### config.mk
export PLATFORM = sky130hd
export DESIGN_NAME = alarm_seq_ctrl_flat
export DESIGN_NICKNAME = d
export VERILOG_FILES = /design/src/rtl/alarm_seq_ctrl_if.sv /design/src/rtl/alarm_seq_ctrl.sv /design/src/flat_wrapper.sv
export SDC_FILE = /design/constraint.sdc
export NUM_CORES = 1
export LEC_CHECK = 0
export CAP_MARGIN = 40
export CORE_MARGIN = 4
export CORE_UTILIZATION = 46
export CTS_BUF_LIST = sky130_fd_sc_hd__clkbuf_2 sky130_fd_sc_hd__clkbuf_4 sky130_fd_sc_hd__clkbuf_8
export DETAILED_ROUTE_END_ITERATION = 7
export DONT_BUFFER_PORTS = 1
export PLACE_DENSITY = 0.58
export SETUP_SLACK_MARGIN = 0.1
export SLEW_MARGIN = 10
export SYNTH_ARGS = -nofsm -noshare
export SYNTH_HDL_FRONTEND = slang
export SYNTH_SLANG_ARGS = --single-unit
### constraint.sdc
create_clock -name clk -period 3.7 [get_ports clk]
set_input_delay 0.555 -clock clk [delete_from_list [all_inputs] [get_ports clk]]
set_output_delay 0.555 -clock clk [all_outputs]
set_load 0.01 [all_outputs]
### src/rtl/alarm_seq_ctrl_if.sv
// rtl/alarm_seq_ctrl_if.sv - keypad/sensor inputs and annunciator outputs of the alarm sequencer
interface alarm_seq_ctrl_if #(
  parameter int CNT_W = 6
);
  logic             arm;
  logic             disarm;
  logic             panic;
  logic             window;
  logic             door;
  logic             garage;
  logic             enable;
  logic             exiting;
  logic             siren;
  logic             alarm_mem;
  logic             arm_fault;
  logic [2:0]       state;
  logic [CNT_W-1:0] count;

  modport master (
    output arm, disarm, panic, window, door, garage,
    input  enable, exiting, siren, alarm_mem, arm_fault, state, count
  );

  modport slave (
    input  arm, disarm, panic, window, door, garage,
    output enable, exiting, siren, alarm_mem, arm_fault, state, count
  );
endinterface

### src/rtl/alarm_seq_ctrl.sv
// rtl/alarm_seq_ctrl.sv - timed arm/exit/entry/siren sequencer for the home-security alarm
module alarm_seq_ctrl #(
  parameter int EXIT_CYCLES  = 16,
  parameter int ENTRY_CYCLES = 8,
  parameter int SIREN_CYCLES = 32,
  parameter int CNT_W        = 6
) (
  input  logic             clk,
  input  logic             rst_n,
  alarm_seq_ctrl_if.slave  bus
);
  typedef enum logic [2:0] {
    DISARMED    = 3'd0,
    EXIT_DELAY  = 3'd1,
    ARMED       = 3'd2,
    ENTRY_DELAY = 3'd3,
    ALARM       = 3'd4,
    SILENCED    = 3'd5
  } state_t;

  localparam logic [CNT_W-1:0] EXIT_LOAD  = CNT_W'(EXIT_CYCLES - 1);
  localparam logic [CNT_W-1:0] ENTRY_LOAD = CNT_W'(ENTRY_CYCLES - 1);
  localparam logic [CNT_W-1:0] SIREN_LOAD = CNT_W'(SIREN_CYCLES - 1);

  state_t           state_q, state_d;
  logic [CNT_W-1:0] count_q, count_d;
  logic             fault_q, fault_d;

  always_ff @(posedge clk or negedge rst_n) begin
    if (!rst_n) begin
      state_q <= DISARMED;
      count_q <= '0;
      fault_q <= 1'b0;
    end else begin
      state_q <= state_d;
      count_q <= count_d;
      fault_q <= fault_d;
    end
  end

  // Counter is loaded on state entry and only ever counts down to zero.
  always_comb begin
    state_d = state_q;
    count_d = count_q;
    fault_d = 1'b0;
    if (bus.panic) begin
      state_d = ALARM;
      count_d = SIREN_LOAD;
    end else if (bus.disarm) begin
      state_d = DISARMED;
      count_d = '0;
    end else begin
      case (state_q)
        DISARMED: begin
          if (bus.arm) begin
            if (bus.window || bus.door || bus.garage) begin
              fault_d = 1'b1;
            end else begin
              state_d = EXIT_DELAY;
              count_d = EXIT_LOAD;
            end
          end
        end
        EXIT_DELAY: begin
          if (count_q == '0) state_d = ARMED;
          else               count_d = count_q - 1'b1;
        end
        ARMED: begin
          if (bus.window || bus.garage) begin
            state_d = ALARM;
            count_d = SIREN_LOAD;
          end else if (bus.door) begin
            state_d = ENTRY_DELAY;
            count_d = ENTRY_LOAD;
          end
        end
        ENTRY_DELAY: begin
          if (bus.window || bus.garage || count_q == '0) begin
            state_d = ALARM;
            count_d = SIREN_LOAD;
          end else begin
            count_d = count_q - 1'b1;
          end
        end
        ALARM: begin
          if (count_q == '0) state_d = SILENCED;
          else               count_d = count_q - 1'b1;
        end
        SILENCED: begin
          state_d = SILENCED;
        end
        default: begin
          state_d = DISARMED;
          count_d = '0;
        end
      endcase
    end
  end

  assign bus.state     = state_q;
  assign bus.count     = count_q;
  assign bus.arm_fault = fault_q;
  assign bus.enable    = (state_q == EXIT_DELAY) || (state_q == ARMED) ||
                         (state_q == ENTRY_DELAY) || (state_q == ALARM) ||
                         (state_q == SILENCED);
  assign bus.exiting   = (state_q == EXIT_DELAY);
  assign bus.siren     = (state_q == ALARM);
  assign bus.alarm_mem = (state_q == ALARM) || (state_q == SILENCED);
endmodule

### src/flat_wrapper.sv
// flat-port wrapper written by rule: the top's interface ports become plain ports
module alarm_seq_ctrl_flat 
#(
  parameter int EXIT_CYCLES  = 16,
  parameter int ENTRY_CYCLES = 8,
  parameter int SIREN_CYCLES = 32,
  parameter int CNT_W        = 6
)
  (clk, rst_n, bus_arm, bus_disarm, bus_panic, bus_window, bus_door, bus_garage, bus_enable, bus_exiting, bus_siren, bus_alarm_mem, bus_arm_fault, bus_state, bus_count);
  alarm_seq_ctrl_if #(.CNT_W(CNT_W)) bus_i ();
  input  logic clk;
  input  logic rst_n;
  input wire logic [$bits(bus_i.arm)-1:0] bus_arm;
  input wire logic [$bits(bus_i.disarm)-1:0] bus_disarm;
  input wire logic [$bits(bus_i.panic)-1:0] bus_panic;
  input wire logic [$bits(bus_i.window)-1:0] bus_window;
  input wire logic [$bits(bus_i.door)-1:0] bus_door;
  input wire logic [$bits(bus_i.garage)-1:0] bus_garage;
  output wire logic [$bits(bus_i.enable)-1:0] bus_enable;
  output wire logic [$bits(bus_i.exiting)-1:0] bus_exiting;
  output wire logic [$bits(bus_i.siren)-1:0] bus_siren;
  output wire logic [$bits(bus_i.alarm_mem)-1:0] bus_alarm_mem;
  output wire logic [$bits(bus_i.arm_fault)-1:0] bus_arm_fault;
  output wire logic [$bits(bus_i.state)-1:0] bus_state;
  output wire logic [$bits(bus_i.count)-1:0] bus_count;
  assign bus_i.arm = bus_arm;
  assign bus_i.disarm = bus_disarm;
  assign bus_i.panic = bus_panic;
  assign bus_i.window = bus_window;
  assign bus_i.door = bus_door;
  assign bus_i.garage = bus_garage;
  assign bus_enable = bus_i.enable;
  assign bus_exiting = bus_i.exiting;
  assign bus_siren = bus_i.siren;
  assign bus_alarm_mem = bus_i.alarm_mem;
  assign bus_arm_fault = bus_i.arm_fault;
  assign bus_state = bus_i.state;
  assign bus_count = bus_i.count;
  alarm_seq_ctrl #(.EXIT_CYCLES(EXIT_CYCLES), .ENTRY_CYCLES(ENTRY_CYCLES), .SIREN_CYCLES(SIREN_CYCLES), .CNT_W(CNT_W)) u_core (.clk(clk), .rst_n(rst_n), .bus(bus_i));
endmodule
==> out/results.txt <==
Setup repair after global routing left no endpoint under its margin. The most critical setup path has its endpoint at bus_siren. In the synthesized netlist, the number of instances is 100. The worst register-to-register path ends at u_core.bus.state[1].

The first detailed-routing pass took 4 iterations. The flop and latch count out of synthesis came out at 10. The via count of the first global-routing pass came out at 708.

TritonCTS created 3 clock buffers. Yosys mapped a number of flops with a built-in enable equal to 0. Clock-pin slew was measured on the worst setup and hold paths at 60 ps. For this run, the register share of the synthesized area comes to 29.99%. The wire length per cell works out to 16.83 um.

In this run the remaining antenna-violating nets after routing total 0. Counting cells, the worst reg-to-reg path comes to 5. The total congestion overflow is 0, and the count of inserted antenna diode cells is 0.

Along the worst path, the maximum fanout reaches 13. For the maximum achievable frequency, the log shows 0.4404 GHz. The maximum level of the CTS H-tree came out at 1. The clock reaches the later pin of the worst-skew pair after 280 ps. Global routing consumed, over all layers together, 17.61% of the routing resources. The share of total power consumed by net switching is 34.73%, and the cell area power density is 374.5 nW/um^2.

The run gives 3339 um as the global-route wire length before repair. Max-cap violations in this run came to 0. The setup slack of the most critical reg-to-reg path is 1670 ps, and the portion of the clock cycle consumed by the worst path in the final layout is 61.37%.

The post-synthesis cell type with the largest combined area was dfrtp_1. The tools report the peak supply drop as 223.1 uV. Clock tree synthesis selected as its root buffer the cell clkbuf_4. The leakage component of the power was 0.3250 nW.

The die span in x works out to 50.60 um. In this run the deepest clock path goes through 2 buffers. Vias per cell: 6.129.

The worst setup path is captured at a primary output. For this design the top-level I/O count stands at 22. Number of distinct standard cells referenced by the synthesized netlist: 41. The area overhead of the layout relative to synthesis works out to 3.898%. The first routing iteration left 18 violations. The wire-length estimate of the detail-placed layout is 1477 um.

The run gives 3140 ps as the required time of the critical path. The floorplan step defined a die boundary enclosing 2560 sq um. The worst setup path is of the reg2out kind. Once the clock tree was built, the resizer swapped 0 gates to a different size. The top cell types in the final layout, fill and taps aside, are a21oi_1, dfrtp_1, nor2_1. After floorplanning, the core was divided into 15 placement rows. The core region is 1727 sq um. The final-report hold violation count came out at 0. The tightest min-delay check is of the in2reg type.

By area the synthesized netlist is led by dfrtp_1, a21oi_1, nor2_1. The logs give 0 for the initial antenna violation count and 0.0001128 W for the switching power of the nets. Count of vias placed by the detailed router: 760. The combinational cell fraction of total power is 24.1%. Leaving out fill and tap cells, the most frequent cell in the layout is a21oi_1. The share of flip-flops with an asynchronous set or reset was 100.0%; the total internal power was 0.0002120 W. For this run, design rule violations remaining after detail routing come to 0. In this run the tool buffered the top-level ports with 0 buffer cells.

The clock drives 10 sinks. TritonCTS built the clock tree. The worst setup path is launched from a flop.

The most used flip-flop cell after synthesis is dfrtp_1. The number of endpoints failing setup at the final stage is 0, and the worst slew margin relative to its limit is 61.63%. The number of slew-limit violations in the final report was 0; the worst clock skew was 5.271 ps. Entering global routing, the biggest net connects 17 pins. The transition time at the pin with the least slew margin came out at 575.5 ps. The run finished with clean final reports.

At the worst endpoint, the arrival time is 1720 ps. In this run, flip-flops and latches consume 44.1% of the power. In this run the cell area of the synthesized design comes to 834.6 sq um. Critical register-to-register path startpoint: u_core.bus.state[2]. Setup total negative slack on the finished layout was measured at 0 ps.

Clock group share of total power: 31.8%. The net count of the finished layout is 110. The die boundary height was 50.60 um. For the power consumption, the log shows 0.0003247 W. Counting every net in the synthesized netlist gives 110.

Tracing the worst setup path back leads to its startpoint at u_core.bus.state[2]. In the final layout, the share of cells above drive strength 1 is 10.10%. For this run, the number of Yosys warnings is 0.

Shortest period the worst path allows: 2271 ps. A synthesized cell averages 8.346 sq um. Routability congestion estimate: 0.8290.

The tools report the starting density of the core as 48.33%. Summed over its instances, the top area cell type makes up 29.99% of the synthesized netlist area. Wire length after detailed routing: 2087 um.
[state kept, by name, summed over array words and instances, names as in the netlist]
register and flops:
u_core.bus.arm_fault 1, u_core.bus.count 6, u_core.bus.state 3
[logic make-up after synthesis]
group | Yosys count | synth area share (%)
flip-flops | 10 | 29.99
buffers and inverters | 14 | 8.995
AO/OA/AOI/OAI | 32 | 28.79
XOR/XNOR | 3 | 3.149
adder cells (fa/ha/maj) | 3 | 4.197
AND/OR/NAND/NOR | 38 | 24.89
[synth_stat cells (2+ instances only)]
cell type and number:
o21ai_0 3, xor2_1 2, o2111ai_1 2, clkbuf_1 2
buf_4 2, nor3_1 5, or3_1 2, nor3b_1 3
a31oi_1 2, nor2_1 9, ha_1 2, nand4_1 2
nand2_1 5, inv_1 8, buf_6 2, a21oi_1 11
a221oi_1 2, o31ai_1 2, nand3_1 3, dfrtp_1 10
[critical path: stages, from the launching register on]
cell	delay [ps]
dfrtp_1	640
nor2b_1	480
nand2_1	180
inv_1	130
[power groups by stage]
stage / clock, W / sequential (W) / combinational [W]
2_1_floorplan: 0 / 0.000134 / 0.0000752
3_3_place_gp: 0 / 0.000145 / 0.0000742
3_5_place_dp: 0 / 0.000145 / 0.0000746
4_1_cts: 0.000106 / 0.000143 / 0.0000782
5_1_grt: 0.000112 / 0.000145 / 0.0000884
6_report: 0.000103 / 0.000143 / 0.0000783
[metal layers]
| layer | track usage, % | part of all wire (%) |
|---|---|---|
| met1 | 22.12 | 46 |
| met2 | 25.65 | 44 |
| met3 | 8.605 | 8.6 |
| met4 | 6.726 | 1.7 |
| met5 | 0 | 0 |
[through the flow]
stage	hold slack, ps	setup WS [ps]	area (sq um)	util [%]	cells
floorplan	259.4	1708	834.6	-	100
global placement	259.7	1659	820.8	47.54	119
detailed placement	259.7	1628	820.8	47.54	119
CTS	362.5	1422	867.1	50.22	124
global route	360.1	1289	867.1	50.22	124
finish	365.6	1429	867.1	50.22	124
[repair_timing]
item                      CTS  global route
hold buffers                1             0
hold endpoints to repair   10             0
setup buffers               0             0
[worst min path at each step]
stage                           from              endpoint  slack, ps  depth (start not counted)
final                     bus_disarm   u_core.bus.count[4]        370                          1
after global routing      bus_disarm   u_core.bus.count[4]        360                          1
after CTS                 bus_disarm   u_core.bus.count[4]        360                          1
after detailed placement       rst_n   u_core.bus.count[0]        260                          0
after global placement         rst_n   u_core.bus.count[0]        260                          0
after floorplan                rst_n  u_core.bus.arm_fault        260                          0
[area by class of cell]
cell class | instances | area, sq um
fill | 184 | 859.6
tap | 25 | 31.28
timing repair buffer | 1 | 10.01
multi-input combinational | 76 | 509.2
inverter | 8 | 30.03
sequential | 10 | 250.2
clock buffer | 4 | 36.28
No activity file was read; power rests on OpenSTA's default activity.
